===== config.mk =====
export PLATFORM = sky130hd
export DESIGN_NAME = lcd_write_sequencer_flat
export DESIGN_NICKNAME = d
export VERILOG_FILES = /design/src/rtl/lcd_write_sequencer_pkg.sv /design/src/rtl/lcd_write_sequencer_if.sv /design/src/rtl/lcd_write_sequencer_delay_counter.sv /design/src/rtl/lcd_write_sequencer.sv /design/src/flat_wrapper.sv
export SDC_FILE = /design/constraint.sdc
export NUM_CORES = 1
export LEC_CHECK = 0
export ABC_AREA = 1
export CORE_MARGIN = 2
export CORE_UTILIZATION = 64
export DETAILED_ROUTE_END_ITERATION = 12
export GPL_ROUTABILITY_DRIVEN = 0
export HOLD_SLACK_MARGIN = 0.1
export PLACE_DENSITY = 0.87
export SLEW_MARGIN = 20
export SYNTH_ARGS = -nofsm -noshare
export SYNTH_HDL_FRONTEND = slang
export SYNTH_SLANG_ARGS = --single-unit

===== constraint.sdc =====
create_clock -name Clock -period 4.8 [get_ports Clock]
set_clock_uncertainty 0.05 [all_clocks]
set_input_delay 0.72 -clock Clock [delete_from_list [all_inputs] [get_ports Clock]]
set_output_delay 0.72 -clock Clock [all_outputs]
set_load 0.01 [all_outputs]

===== src/rtl/lcd_write_sequencer_pkg.sv =====
// ============================================================================
// lcd_write_sequencer_pkg : shared LCD state encodings, timing and config list
// Revision: 1.0
// ============================================================================
`default_nettype none

package lcd_write_sequencer_pkg;

  typedef enum logic [3:0] {
    ST_POWER_WAIT = 4'd0,
    ST_INIT_SETUP = 4'd1,
    ST_INIT_PULSE = 4'd2,
    ST_INIT_WAIT  = 4'd3,
    ST_SETUP_HI   = 4'd4,
    ST_PULSE_HI   = 4'd5,
    ST_GAP        = 4'd6,
    ST_SETUP_LO   = 4'd7,
    ST_PULSE_LO   = 4'd8,
    ST_SETTLE     = 4'd9,
    ST_IDLE       = 4'd10
  } lcd_state_e;

  localparam int unsigned C_POWERON_WAIT = 750000;
  localparam int unsigned C_INIT_WAIT1   = 205000;
  localparam int unsigned C_INIT_WAIT2   = 5000;
  localparam int unsigned C_SETUP        = 2;
  localparam int unsigned C_PULSE        = 12;
  localparam int unsigned C_NIB_GAP      = 50;
  localparam int unsigned C_BYTE_WAIT    = 2000;
  localparam int unsigned C_CLEAR_WAIT   = 82000;

  localparam int unsigned C_CFG_LAST = 3;

  function automatic logic [7:0] cfg_byte(input logic [1:0] idx);
    case (idx)
      2'd0:    return 8'h28;
      2'd1:    return 8'h06;
      2'd2:    return 8'h0C;
      default: return 8'h01;
    endcase
  endfunction

  // A zero-length delay still occupies one cycle.
  function automatic logic [19:0] dly_load(input int unsigned n);
    return (n == 0) ? 20'd0 : 20'(n - 1);
  endfunction

endpackage

`default_nettype wire


===== src/rtl/lcd_write_sequencer_if.sv =====
// ============================================================================
// lcd_write_sequencer_if : byte request valid/ready handshake
// Revision: 1.0
// ============================================================================
`default_nettype none

interface lcd_write_sequencer_if;
  logic       iValid;
  logic       iRS;
  logic [7:0] iData;
  logic       oReady;

  modport master (output iValid, output iRS, output iData, input  oReady);
  modport slave  (input  iValid, input  iRS, input  iData, output oReady);
endinterface

`default_nettype wire


===== src/rtl/lcd_write_sequencer_delay_counter.sv =====
// ============================================================================
// lcd_delay_counter : loadable 20-bit down-counter, done when it reaches zero
// Revision: 1.0
// ============================================================================
`default_nettype none

module lcd_delay_counter (
  input  wire logic        Clock,
  input  wire logic        Reset,
  input  wire logic        iLoad,
  input  wire logic [19:0] iValue,
  output logic             oDone
);

  logic [19:0] count_q, count_d;

  always_comb begin
    count_d = count_q;
    if (iLoad)
      count_d = iValue;
    else if (count_q != 20'd0)
      count_d = count_q - 20'd1;
  end

  always_ff @(posedge Clock or negedge Reset) begin
    if (!Reset) count_q <= '0;
    else        count_q <= count_d;
  end

  assign oDone = (count_q == 20'd0);

endmodule

`default_nettype wire


===== src/rtl/lcd_write_sequencer.sv =====
// ============================================================================
// lcd_write_sequencer : LCD power-on init, config list and 4-bit byte writes
// Revision: 1.0
// ============================================================================
`default_nettype none

module lcd_write_sequencer
  import lcd_write_sequencer_pkg::*;
#(
  parameter int unsigned P_POWERON_WAIT = C_POWERON_WAIT,
  parameter int unsigned P_INIT_WAIT1   = C_INIT_WAIT1,
  parameter int unsigned P_INIT_WAIT2   = C_INIT_WAIT2,
  parameter int unsigned P_SETUP        = C_SETUP,
  parameter int unsigned P_PULSE        = C_PULSE,
  parameter int unsigned P_NIB_GAP      = C_NIB_GAP,
  parameter int unsigned P_BYTE_WAIT    = C_BYTE_WAIT,
  parameter int unsigned P_CLEAR_WAIT   = C_CLEAR_WAIT
) (
  input  wire logic              Clock,
  input  wire logic              Reset,
  lcd_write_sequencer_if.slave   hs,
  output logic                   oInitDone,
  output logic                   oLCD_Enabled,
  output logic                   oLCD_RegisterSelect,
  output logic                   oLCD_ReadWrite,
  output logic                   oLCD_StrataFlashControl,
  output logic [3:0]             oLCD_Data
);

  lcd_state_e  state_q, state_d;
  logic [1:0]  init_idx_q, init_idx_d;
  logic [1:0]  cfg_idx_q, cfg_idx_d;
  logic [7:0]  byte_q, byte_d;
  logic        rs_q, rs_d;
  logic        armed_q, armed_d;
  logic        init_done_q, init_done_d;
  logic        ready_q, ready_d;
  logic        e_q, e_d;
  logic [3:0]  data_q, data_d;
  logic        dly_load_en;
  logic [19:0] dly_value;
  logic        dly_done;

  lcd_delay_counter u_delay (
    .Clock  (Clock),
    .Reset  (Reset),
    .iLoad  (dly_load_en),
    .iValue (dly_value),
    .oDone  (dly_done)
  );

  always_comb begin
    state_d     = state_q;
    init_idx_d  = init_idx_q;
    cfg_idx_d   = cfg_idx_q;
    byte_d      = byte_q;
    rs_d        = rs_q;
    armed_d     = armed_q;
    init_done_d = init_done_q;

    case (state_q)
      // The counter comes out of reset at zero, so the first cycle only arms it.
      ST_POWER_WAIT: begin
        if (!armed_q)      armed_d = 1'b1;
        else if (dly_done) state_d = ST_INIT_SETUP;
      end
      ST_INIT_SETUP: if (dly_done) state_d = ST_INIT_PULSE;
      ST_INIT_PULSE: if (dly_done) state_d = ST_INIT_WAIT;
      ST_INIT_WAIT: begin
        if (dly_done) begin
          if (init_idx_q == 2'd3) begin
            cfg_idx_d = 2'd0;
            byte_d    = cfg_byte(2'd0);
            rs_d      = 1'b0;
            state_d   = ST_SETUP_HI;
          end else begin
            init_idx_d = init_idx_q + 2'd1;
            state_d    = ST_INIT_SETUP;
          end
        end
      end
      ST_SETUP_HI: if (dly_done) state_d = ST_PULSE_HI;
      ST_PULSE_HI: if (dly_done) state_d = ST_GAP;
      ST_GAP:      if (dly_done) state_d = ST_SETUP_LO;
      ST_SETUP_LO: if (dly_done) state_d = ST_PULSE_LO;
      ST_PULSE_LO: if (dly_done) state_d = ST_SETTLE;
      ST_SETTLE: begin
        if (dly_done) begin
          if (init_done_q) begin
            state_d = ST_IDLE;
          end else if (32'(cfg_idx_q) == C_CFG_LAST) begin
            init_done_d = 1'b1;
            state_d     = ST_IDLE;
          end else begin
            cfg_idx_d = cfg_idx_q + 2'd1;
            byte_d    = cfg_byte(cfg_idx_q + 2'd1);
            state_d   = ST_SETUP_HI;
          end
        end
      end
      ST_IDLE: begin
        if (hs.iValid && ready_q) begin
          byte_d  = hs.iData;
          rs_d    = hs.iRS;
          state_d = ST_SETUP_HI;
        end
      end
      default: state_d = ST_POWER_WAIT;
    endcase

    dly_load_en = (state_d != state_q) || (state_q == ST_POWER_WAIT && !armed_q);
    case (state_d)
      ST_POWER_WAIT: dly_value = dly_load(P_POWERON_WAIT);
      ST_INIT_SETUP,
      ST_SETUP_HI,
      ST_SETUP_LO:   dly_value = dly_load(P_SETUP);
      ST_INIT_PULSE,
      ST_PULSE_HI,
      ST_PULSE_LO:   dly_value = dly_load(P_PULSE);
      ST_INIT_WAIT: begin
        case (init_idx_q)
          2'd0:    dly_value = dly_load(P_INIT_WAIT1);
          2'd1:    dly_value = dly_load(P_INIT_WAIT2);
          default: dly_value = dly_load(P_BYTE_WAIT);
        endcase
      end
      ST_GAP:        dly_value = dly_load(P_NIB_GAP);
      ST_SETTLE:     dly_value = (!rs_d && (byte_d inside {8'h01, 8'h02, 8'h03}))
                                 ? dly_load(P_CLEAR_WAIT) : dly_load(P_BYTE_WAIT);
      default:       dly_value = 20'd0;
    endcase

    // Pin values follow the next state so they register alongside it.
    e_d     = (state_d inside {ST_INIT_PULSE, ST_PULSE_HI, ST_PULSE_LO});
    ready_d = (state_d == ST_IDLE);
    data_d  = data_q;
    case (state_d)
      ST_INIT_SETUP, ST_INIT_PULSE, ST_INIT_WAIT:
        data_d = (init_idx_d == 2'd3) ? 4'h2 : 4'h3;
      ST_SETUP_HI, ST_PULSE_HI, ST_GAP:
        data_d = byte_d[7:4];
      ST_SETUP_LO, ST_PULSE_LO, ST_SETTLE:
        data_d = byte_d[3:0];
      default: data_d = data_q;
    endcase
  end

  always_ff @(posedge Clock or negedge Reset) begin
    if (!Reset) begin
      state_q     <= ST_POWER_WAIT;
      init_idx_q  <= 2'd0;
      cfg_idx_q   <= 2'd0;
      byte_q      <= 8'h00;
      rs_q        <= 1'b0;
      armed_q     <= 1'b0;
      init_done_q <= 1'b0;
      ready_q     <= 1'b0;
      e_q         <= 1'b0;
      data_q      <= 4'h0;
    end else begin
      state_q     <= state_d;
      init_idx_q  <= init_idx_d;
      cfg_idx_q   <= cfg_idx_d;
      byte_q      <= byte_d;
      rs_q        <= rs_d;
      armed_q     <= armed_d;
      init_done_q <= init_done_d;
      ready_q     <= ready_d;
      e_q         <= e_d;
      data_q      <= data_d;
    end
  end

  assign hs.oReady               = ready_q;
  assign oInitDone               = init_done_q;
  assign oLCD_Enabled            = e_q;
  assign oLCD_RegisterSelect     = rs_q;
  assign oLCD_Data               = data_q;
  assign oLCD_ReadWrite          = 1'b0;
  assign oLCD_StrataFlashControl = 1'b1;

endmodule

`default_nettype wire


===== src/flat_wrapper.sv =====
// flat-port wrapper written by rule: the top's interface ports become plain ports
module lcd_write_sequencer_flat import lcd_write_sequencer_pkg::*;
#(
  parameter int unsigned P_POWERON_WAIT = C_POWERON_WAIT,
  parameter int unsigned P_INIT_WAIT1   = C_INIT_WAIT1,
  parameter int unsigned P_INIT_WAIT2   = C_INIT_WAIT2,
  parameter int unsigned P_SETUP        = C_SETUP,
  parameter int unsigned P_PULSE        = C_PULSE,
  parameter int unsigned P_NIB_GAP      = C_NIB_GAP,
  parameter int unsigned P_BYTE_WAIT    = C_BYTE_WAIT,
  parameter int unsigned P_CLEAR_WAIT   = C_CLEAR_WAIT
)
  (Clock, Reset, oInitDone, oLCD_Enabled, oLCD_RegisterSelect, oLCD_ReadWrite, oLCD_StrataFlashControl, oLCD_Data, hs_iValid, hs_iRS, hs_iData, hs_oReady);
  lcd_write_sequencer_if hs_i ();
  input  wire logic Clock;
  input  wire logic Reset;
  output logic oInitDone;
  output logic oLCD_Enabled;
  output logic oLCD_RegisterSelect;
  output logic oLCD_ReadWrite;
  output logic oLCD_StrataFlashControl;
  output logic [3:0] oLCD_Data;
  input wire logic [$bits(hs_i.iValid)-1:0] hs_iValid;
  input wire logic [$bits(hs_i.iRS)-1:0] hs_iRS;
  input wire logic [$bits(hs_i.iData)-1:0] hs_iData;
  output wire logic [$bits(hs_i.oReady)-1:0] hs_oReady;
  assign hs_i.iValid = hs_iValid;
  assign hs_i.iRS = hs_iRS;
  assign hs_i.iData = hs_iData;
  assign hs_oReady = hs_i.oReady;
  lcd_write_sequencer #(.P_POWERON_WAIT(P_POWERON_WAIT), .P_INIT_WAIT1(P_INIT_WAIT1), .P_INIT_WAIT2(P_INIT_WAIT2), .P_SETUP(P_SETUP), .P_PULSE(P_PULSE), .P_NIB_GAP(P_NIB_GAP), .P_BYTE_WAIT(P_BYTE_WAIT), .P_CLEAR_WAIT(P_CLEAR_WAIT)) u_core (.Clock(Clock), .Reset(Reset), .hs(hs_i), .oInitDone(oInitDone), .oLCD_Enabled(oLCD_Enabled), .oLCD_RegisterSelect(oLCD_RegisterSelect), .oLCD_ReadWrite(oLCD_ReadWrite), .oLCD_StrataFlashControl(oLCD_StrataFlashControl), .oLCD_Data(oLCD_Data));
endmodule

==> results by group <==
STA
  • Post-route setup slack: between 1000 and 1500 ps
  • Tmin final: around 3500 ps
  • Fmax: around 0.29 GHz
  • Setup Total Neg Slack: 0 ps
  • Unrepaired setup endpoints after global routing: false
  • Final max-slew violation count: 0
  • Hold Vio Cnt, Final: 0
  • Max transition margin: roughly 47%
  • Tightest Pin Transition: slightly below 800 ps
  • Final setup fails: 0
  • Final period utilization: around 73%

Drt
  • Pre-Repair DR Iteration Count: 5
  • Post-route ant nets: 0
  • DR WL/cell: 14.1 um
  • DR vias: 2990
  • Via-per-instance ratio: between 5 and 6
  • DR iter-0 viols: 261
  • Final wirelength: between 7000 and 8000 um
  • DRC: 0

Clock network
  • Clock sink count: 45
  • H-tree levels: 2
  • Clk root buf: clkbuf_8
  • CTS resizes: 0
  • Hold Buf Count CTS: 0
  • CTS tree: built
  • Post-CTS Setup Bufs: 0
  • Clock Latency Late Sink: around 300 ps
  • CTS Buf Count: 5
  • CTS clk-pin slew, worst paths: approximately 90 ps
  • CTS max path bufs: 2

Logic synthesis
  • Top cell type's share of synthesized area: between 30% and 40%
  • EDFF count, synth: 0
  • Register area share after synthesis: a little over a third
  • Synth Cell Area: 3100 sq um
  • Synthesized flop and latch total: 45
  • Yosys warnings: 0
  • Multiplexer area fraction after synthesis: 0%
  • Mean Syn Cell Area: ~6.9 sq um
  • Post-synthesis xor/xnor area fraction: 2.55%
  • Asr flop ratio synth: 100%
  • Top FF cell, synth: dfrtp_1
  • Top-count cell post-synth: nand2_1
  • Cells after Synth: 450
  • Netlist cell types: 38
  • Compound-cell area share of the yosys netlist: roughly an eighth
  • Post-Synth Simple-Gate Area: about 36%
  • Largest family of logic cells by synthesized area: simple AND/OR/NAND/NOR gates
  • Synth area leaders: dfrtp_1 (36%), nand2_1 (15%), inv_1 (7.0%), nor2_1 (7.0%), o21ai_0 (5.0%)
  • Synth Area in Adders: 2.02%
  • Largest area contributor in the netlist: dfrtp_1
  • Post-synth top cells: nand2_1 (122), inv_1 (58), nor2_1 (58)
  • Synth Net Count: 467

Setup path
  • Kind of critical path: flip-flop to flip-flop
  • Worst Setup Start Kind: flip-flop
  • CP most frequent cell: nand2_1
  • Slowest CP cell: nor2_2
  • Delay of the slowest critical-path stage: slightly above 600 ps
  • Flop-to-flop setup slack: roughly 1300 ps
  • Worst Path Arrival: about 3600 ps
  • Crit. End Element: flip-flop
  • CP required: just under 5000 ps
  • CP Max Fanout: 20
  • Worst path cell trace: inv_1 -> ha_1 -> nand2_2 -> nor2_4 -> nand3_4 -> o21ai_2 -> nand2_1 -> nor3_4 -> nand2_2 -> nand2_1 -> nand2_1 -> nor2_2 -> nor2_1 -> o21ai_0 -> o21ai_1

Placement
  • Area after DPL: around 3300 sq um
  • Port Buf Inserts: 19
  • Post-DP HPWL: about 5300 um
  • Dpl ws: 1350 ps

Status
  • Outcome: finished clean

Floorplanning
  • Height of the die: around 74 um
  • Die area: between 5000 and 6000 sq um
  • Initial Util: roughly two thirds
  • Row cnt: 25
  • Die W: approximately 74 um
  • Num ports: 22
  • Core Area: around 4700 sq um

Global route
  • Vias in the first global route: between 2000 and 3000
  • GRT Util Overall: just under 30%
  • Gr ovfl total: 0
  • First-pass GRT wire length: approximately 12000 um
  • Initial antenna violation count: 0
  • Pin count of the biggest net entering global routing: 46

Power
  • Leak: 1.76 nW
  • Gate power share: around 2.5%
  • Flop pwr share: a little over half
  • PD cells: 206 nW/um^2
  • Sw Ratio: about a fifth
  • Switching Power: 145 uW
  • Clk pwr share: a little over two fifths
  • Peak VDD IR: around 0.19 mV
  • Internal power: about 560 uW

Flow run
  • Max_cap viols: 0

Layout
  • Fin util: between 70% and 80%
  • Area grow syn2layout: 9.66%
  • Fillers: around 400
  • Design area: around 3400 sq um
  • Count of nets after finishing: 484
  • Share of cells above drive strength 1: around 9.6%
  • Antenna diodes: 0

Worst hold path
  • Hold crit path type: input pin to asynchronous set/reset pin
-- path summary, 6_finish.rpt --
path | start | to | cells past startpoint
worst min register to register | u_core.armed_q | u_core.armed_q | 2
worst max-delay path | u_core.u_delay.count_q[0] | u_core.u_delay.count_q[0] | 15
worst min-delay path | Reset | u_core.cfg_idx_q[1] | 1
max in group asynchronous | Reset | u_core.u_delay.count_q[9] | 1
min in group Clock | u_core.armed_q | u_core.armed_q | 2
worst max register to register | u_core.u_delay.count_q[0] | u_core.u_delay.count_q[0] | 15
-- power groups by stage --
stage	clock network (mW)	logic, mW	registers [mW]
4_1_cts	0.309	0.0173	0.379
3_3_place_gp	0	0.0172	0.386
3_5_place_dp	0	0.0173	0.386
2_1_floorplan	0	0.00238	0.386
6_report	0.304	0.0172	0.379
5_1_grt	0.326	0.0194	0.379
-- layer usage --
metal	GRT usage [%]	part of all wire, %
met4	11.5	2.0
met5	0	0
met1	39.7	45
met2	46.5	46
met3	4.66	7.5
-- layout by cell type, fill, tap and decap left out, drive strengths merged, types with 2 or more instances in the layout --
| cell type | n |
|---|---|
| nand4 | 5 |
| dfrtp | 45 |
| nand2 | 132 |
| a21oi | 25 |
| ha | 5 |
| nor2 | 67 |
| nand3 | 32 |
| o21bai | 3 |
| nor4 | 2 |
| o211ai | 2 |
| xor2 | 8 |
| o21ai | 35 |
| clkdlybuf4s50 | 18 |
| clkbuf | 6 |
| conb | 2 |
| nor3 | 7 |
| inv | 62 |
| a22oi | 2 |
-- flip-flops by register name, indices dropped and copies added, names as in the netlist --
register	flops
u_core.oLCD_RegisterSelect	1
u_core.u_delay.count_q	20
u_core.oLCD_Enabled	1
u_core.init_idx_q	2
u_core.state_q	4
u_core.oLCD_Data	4
u_core.byte_q	8
u_core.hs.oReady	1
u_core.oInitDone	1
u_core.cfg_idx_q	2
u_core.armed_q	1
-- worst max-delay path, delay by kind of cell, from the launching register on --
kind / cells / cell delay [ps]
simple gates: 10 / 2110
fa+ha+maj: 1 / 230
compound gates: 3 / 510
flops: 1 / 390
buf+inv: 1 / 100
-- area by class of cell --
| cell class | instances | area [sq um] | share of cell area (%) |
|---|---|---|---|
| clock buffer | 6 | 82.6 | 2.43 |
| timing repair buffer | 19 | 188 | 5.53 |
| inverter | 62 | 233 | 6.85 |
| clock inverter | 2 | 37.5 | 1.11 |
| sequential | 45 | 1130 | 33.2 |
| tap | 54 | 67.6 | 1.99 |
| multi-input combinational | 334 | 1660 | 48.9 |
-- kinds of logic (layout without fill, tap and decap cells) --
family                   after synthesis  in the layout
AO/OA/AOI/OAI                         71             71
XOR/XNOR                               9              9
adder cells (fa/ha/maj)                5              5
buffers and inverters                 71             89
flip-flops                            45             45
other                                  2              2
AND/OR/NAND/NOR                      247            247
-- stage by stage --
stage | total power, mW | std cells | hold WS, ps
2_1_floorplan | 0.389 | 450 | 374
3_3_place_gp | 0.403 | 514 | 395
3_5_place_dp | 0.404 | 514 | 407
4_1_cts | 0.705 | 522 | 427
5_1_grt | 0.724 | 522 | 402
6_report | 0.700 | 522 | 354
No activity file was read; power rests on OpenSTA's default activity.
